<file path="config.mk">
export PLATFORM = sky130hd
export DESIGN_NAME = detector_jogada
export DESIGN_NICKNAME = d
export VERILOG_FILES = /design/src/rtl/detector_jogada.sv
export SDC_FILE = /design/constraint.sdc
export NUM_CORES = 1
export LEC_CHECK = 0
export CELL_PAD_IN_SITES_DETAIL_PLACEMENT = 0
export CELL_PAD_IN_SITES_GLOBAL_PLACEMENT = 2
export CORE_ASPECT_RATIO = 1.25
export CORE_MARGIN = 3
export CORE_UTILIZATION = 34
export DETAILED_ROUTE_END_ITERATION = 12
export MAX_ROUTING_LAYER = met4
export PLACE_DENSITY = 0.88
export SLEW_MARGIN = 20
export SYNTH_ARGS = -nofsm -noshare
export SYNTH_HDL_FRONTEND = slang
export SYNTH_SLANG_ARGS = --single-unit
</file>
<file path="constraint.sdc">
create_clock -name clock -period 4.8 [get_ports clock]
set_input_delay 0.72 -clock clock [delete_from_list [all_inputs] [get_ports clock]]
set_output_delay 0.72 -clock clock [all_outputs]
set_load 0.05 [all_outputs]
</file>
<file path="src/rtl/detector_jogada.sv">
// detector_jogada: synchronizes, debounces and validates the four raw
// push-button lines. Each accepted single-key play produces one registered
// one-hot code on jogada plus a one-cycle jogada_feita pulse. Multi-key
// presses are rejected with a jogada_invalida pulse. After every play a full
// release is required before the next one is armed.
module detector_jogada #(
    parameter int DEBOUNCE = 4
) (
    input  logic       clock,
    input  logic       reset,
    input  logic       habilita,
    input  logic [3:0] chaves,
    output logic [3:0] jogada,
    output logic       jogada_feita,
    output logic       jogada_invalida,
    output logic [3:0] db_estado
);

    // The counter must hold DEBOUNCE-1. It keeps at least one bit so that
    // DEBOUNCE=1 still elaborates.
    localparam int CW = (DEBOUNCE > 1) ? $clog2(DEBOUNCE) : 1;
    localparam logic [CW-1:0] CNT_MAX = CW'(DEBOUNCE - 1);

    // The encodings double as the hex-display codes.
    typedef enum logic [3:0] {
        OCIOSO    = 4'h1,
        FILTRANDO = 4'h2,
        ACEITA    = 4'h3,
        INVALIDA  = 4'h4,
        SOLTAR    = 4'h5
    } estado_t;

    estado_t       estado, estado_nxt;
    logic [3:0]    sinc_a, sinc;
    logic [3:0]    amostra, amostra_nxt;
    logic [CW-1:0] cnt, cnt_nxt;
    logic [3:0]    jogada_nxt;
    logic          um_quente;

    // Two-flop synchronizer; the FSM only ever looks at sinc.
    always_ff @(posedge clock) begin
        if (reset) begin
            sinc_a <= 4'b0000;
            sinc   <= 4'b0000;
        end else begin
            sinc_a <= chaves;
            sinc   <= sinc_a;
        end
    end

    // Captured pattern is accepted only if exactly one key is pressed.
    assign um_quente = (amostra != 4'b0000) && ((amostra & (amostra - 4'd1)) == 4'b0000);

    // State, counter, captured pattern and output play register.
    always_ff @(posedge clock) begin
        if (reset) begin
            estado  <= SOLTAR;
            cnt     <= '0;
            amostra <= 4'b0000;
            jogada  <= 4'b0000;
        end else begin
            estado  <= estado_nxt;
            cnt     <= cnt_nxt;
            amostra <= amostra_nxt;
            jogada  <= jogada_nxt;
        end
    end

    // Next-state logic. jogada is loaded on the edge that enters ACEITA.
    always_comb begin
        estado_nxt  = estado;
        cnt_nxt     = cnt;
        amostra_nxt = amostra;
        jogada_nxt  = jogada;
        unique case (estado)
            SOLTAR: begin
                // Wait for DEBOUNCE consecutive all-released cycles.
                if (sinc == 4'b0000) begin
                    if (cnt == CNT_MAX) begin
                        estado_nxt = OCIOSO;
                        cnt_nxt    = '0;
                    end else begin
                        cnt_nxt = cnt + CW'(1);
                    end
                end else begin
                    cnt_nxt = '0;
                end
            end
            OCIOSO: begin
                if (habilita && (sinc != 4'b0000)) begin
                    amostra_nxt = sinc;
                    cnt_nxt     = '0;
                    estado_nxt  = FILTRANDO;
                end
            end
            FILTRANDO: begin
                if (!habilita) begin
                    estado_nxt = SOLTAR;
                    cnt_nxt    = '0;
                end else if (sinc == 4'b0000) begin
                    // Short glitch: discard it and wait for a new press.
                    estado_nxt = OCIOSO;
                end else if (sinc != amostra) begin
                    // Pattern changed while filtering: restart on the new one.
                    amostra_nxt = sinc;
                    cnt_nxt     = '0;
                end else if (cnt == CNT_MAX) begin
                    cnt_nxt = '0;
                    if (um_quente) begin
                        estado_nxt = ACEITA;
                        jogada_nxt = amostra;
                    end else begin
                        estado_nxt = INVALIDA;
                    end
                end else begin
                    cnt_nxt = cnt + CW'(1);
                end
            end
            ACEITA: begin
                estado_nxt = SOLTAR;
                cnt_nxt    = '0;
            end
            INVALIDA: begin
                estado_nxt = SOLTAR;
                cnt_nxt    = '0;
            end
            default: begin
                estado_nxt = SOLTAR;
                cnt_nxt    = '0;
            end
        endcase
    end

    // Moore outputs decoded from the state register only.
    assign jogada_feita    = (estado == ACEITA);
    assign jogada_invalida = (estado == INVALIDA);
    assign db_estado       = estado;

endmodule

</file>
==> key figures <==
STA
  • Final slew viol count: 0
  • Final setup margin: 2.24 ns
  • Clock skew: 0.0106 ns
  • Final period utilization: 53.4%
  • Sum of negative setup slack: 0 ns
  • Setup-failing EPs final: 0
  • Worst Hold Margin: 0.456 ns
  • Max Fclk: 390 MHz
  • Tightest Pin Transition: 0.700 ns
  • Slew HR: 53.2%
  • Unrepaired setup endpoints after global routing: no
  • Min cycle time layout: 2.56 ns
  • Final Hold Vio Count: 0

Cells and area
  • Layout Nets: 122
  • Core Util, Final: 43.3%
  • Fraction of layout cells with a size suffix above 1: 7.96%
  • Final-layout fill cell count: 287
  • Area Overhead vs Synth: 19.0%
  • Final Non-Filler Cells: 147
  • Antenna cells: 0

Detailed routing
  • ANT nets after route: 0
  • Initial detailed-routing violation count: 21
  • Met2 wire len: 866 um
  • Via density: 5.29
  • Top layer in use: met4
  • Metal3 WL: 62 um
  • Post-Route WL: 1.73 mm
  • Wl on met1: 780 um
  • DR DRC count: 0
  • Wire per inst: 11.8 um
  • Via count: 777
  • Drt pass-1 iters: 4

Placement
  • Placed instance count: 143
  • Post-DP HPWL: 1.29 mm
  • PortBufs: 15
  • Post-Place Worst Slack: 2.44 ns
  • GP Congestion: 0.831

GRT
  • Initial antenna violation count: 0
  • Number of global-route vias before repair: 661
  • Largest net degree at the start of global routing: 27
  • GRT Total Usage: 11.1%
  • Total grt overflow: 0
  • First-pass GRT wire length: 2.84 mm

Hold path
  • Hold Path Class: reg -> reg

Logic synthesis
  • Synthesis warning total: 0
  • Post-synth top cells: dfxtp_1 (21), nand2b_1 (11), nor2b_1 (9), mux2i_1 (8), xor2_1 (5)
  • Post-Synthesis Cells: 99
  • Seq/Total Area, Yosys: 41.9%
  • Yosys top cell by area: dfxtp_1
  • Commonest register cell after synthesis: dfxtp_1
  • Post-synthesis async set-or-reset flop share: 0%
  • Top-area cell type share of the netlist area: 41.9%
  • Distinct cells, synth: 39
  • Avg Inst Size Synth: 10.1 um^2
  • Flops & latches, synth: 21
  • EDFF count, synth: 0
  • Post-Syn Area: 1000 um^2
  • Largest cells by area after synthesis: dfxtp_1 (42%), mux2i_1 (8.0%), nand2b_1 (6.9%), nor2b_1 (5.6%), xor2_1 (4.4%)
  • Most common cell in the netlist: dfxtp_1
  • Post-synth net total: 107

Clock network
  • Postcts setup bufs: 0
  • TritonCTS clock tree: yes
  • Max clock buf depth: 2
  • H-tree depth: 1
  • Hold buffer count at CTS: 0
  • Root Buffer: clkbuf_4
  • Worst skew pair latency: 0.30 ns
  • Post-CTS Resized: 0
  • Clock Sink Count: 21
  • Total CTS buffers: 3
  • CTS clk-pin slew, worst paths: 0.12 ns

Setup path
  • Kind of end point of the critical path: output port
  • R2r setup slk: 3.12 ns
  • Critical path required time: 4.08 ns
  • Crit start category: flip-flop
  • Critical path fanouts, max: 11
  • Crit path DAT: 1.84 ns
  • Setup CP Type: reg -> out

Power
  • Power per cell area: 246 nW/um^2
  • Leakage: 0.000442 uW
  • Worst vdd ir: 0.151 mV

Floorplan
  • Die Y-Extent: 66.7 um
  • Initial Util: 36.4%
  • Die width: 54.6 um
  • Die ar.: 3640 um^2
  • Row count: 21
  • Core Area: 2760 um^2
  • IO Pins: 17

Run status
  • Outcome: finished clean

Job
  • Max-cap violations: 0
## sequential cells by signal, indices dropped and copies added, names as in the netlist
signal	cells
sinc	4
sinc_a	4
cnt	2
db_estado	3
amostra	4
jogada	4
## placed cells by master (no fill, tap or decap), types with 2 or more instances in the layout
cell type | synthesis | routed
nand3_1 | 2 | 2
nor3b_1 | 2 | 2
dfxtp_1 | 21 | 21
nand2b_1 | 11 | 11
nand2_1 | 3 | 3
mux2i_1 | 8 | 8
o21ai_0 | 2 | 2
clkbuf_4 | 0 | 3
clkdlybuf4s50_1 | 0 | 15
nand3b_1 | 3 | 3
nor4b_1 | 2 | 2
nor2b_1 | 9 | 9
a31oi_1 | 2 | 2
xor2_1 | 5 | 5
## where the power goes
part	internal [uW]	leakage, uW	total [uW]	switching [uW]
clock	31.0	0.0000177	83.9	52.9
sequential	179	0.000171	182	3.16
combinational	14.2	0.000253	27.7	13.4
## final timing paths
| kind | from | to | cells past startpoint |
|---|---|---|---|
| hold / removal | sinc_a[3]$_SDFF_PP0_ | sinc[3]$_SDFF_PP0_ | 1 |
| hold reg to reg | sinc_a[3]$_SDFF_PP0_ | sinc[3]$_SDFF_PP0_ | 1 |
| setup reg to reg | amostra[1]$_SDFFE_PP0P_ | jogada[3]$_SDFFE_PP0P_ | 4 |
| setup / recovery | db_estado[2]$_SDFFE_PP1P_ | jogada_invalida | 2 |
## kinds of logic after synthesis
kind of cell             count (synthesis)  synth area share [%]
adder cells (fa/ha/maj)                  1                  1.25
other                                    1                 0.374
AND/OR/NAND/NOR                         46                  33.0
AO/OA/AOI/OAI                           11                  7.73
XOR/XNOR                                 5                  4.36
flip-flops                              21                  41.9
multiplexers                             8                  7.98
buffers and inverters                    6                  3.37
## routing by layer
layer / GRT usage, % / vias to the layer above
met1: 12.2 / 376
li1: - / 383
met3: 2.68 / 2
met5: - / -
met2: 17.6 / 16
met4: 6.54 / 0
## critical path: stages (launching register included)
cell and delay [ns]:
dfxtp_1 0.50, nor3b_1 0.21, clkdlybuf4s50_1 0.82
## cell type report
| type | count | area [um^2] | area share, % |
|---|---|---|---|
| multi-input cells | 72 | 549 | 46.0 |
| well taps | 34 | 42.5 | 3.56 |
| flip-flops and latches | 21 | 420 | 35.2 |
| clock buffers | 3 | 22.5 | 1.89 |
| inverters | 1 | 3.75 | 0.314 |
| repair buffers | 15 | 150 | 12.6 |
| clock inverters | 1 | 5.00 | 0.419 |
## metrics by stage
| step | total power (uW) | instance area, um^2 |
|---|---|---|
| 2_1_floorplan | 206 | 1000 |
| 4_1_cts | 298 | 1190 |
| 5_1_grt | 311 | 1190 |
| 3_3_place_gp | 214 | 1170 |
| 6_report | 294 | 1190 |
| 3_5_place_dp | 214 | 1170 |
Note: power is estimated with default switching activity, not from simulation.
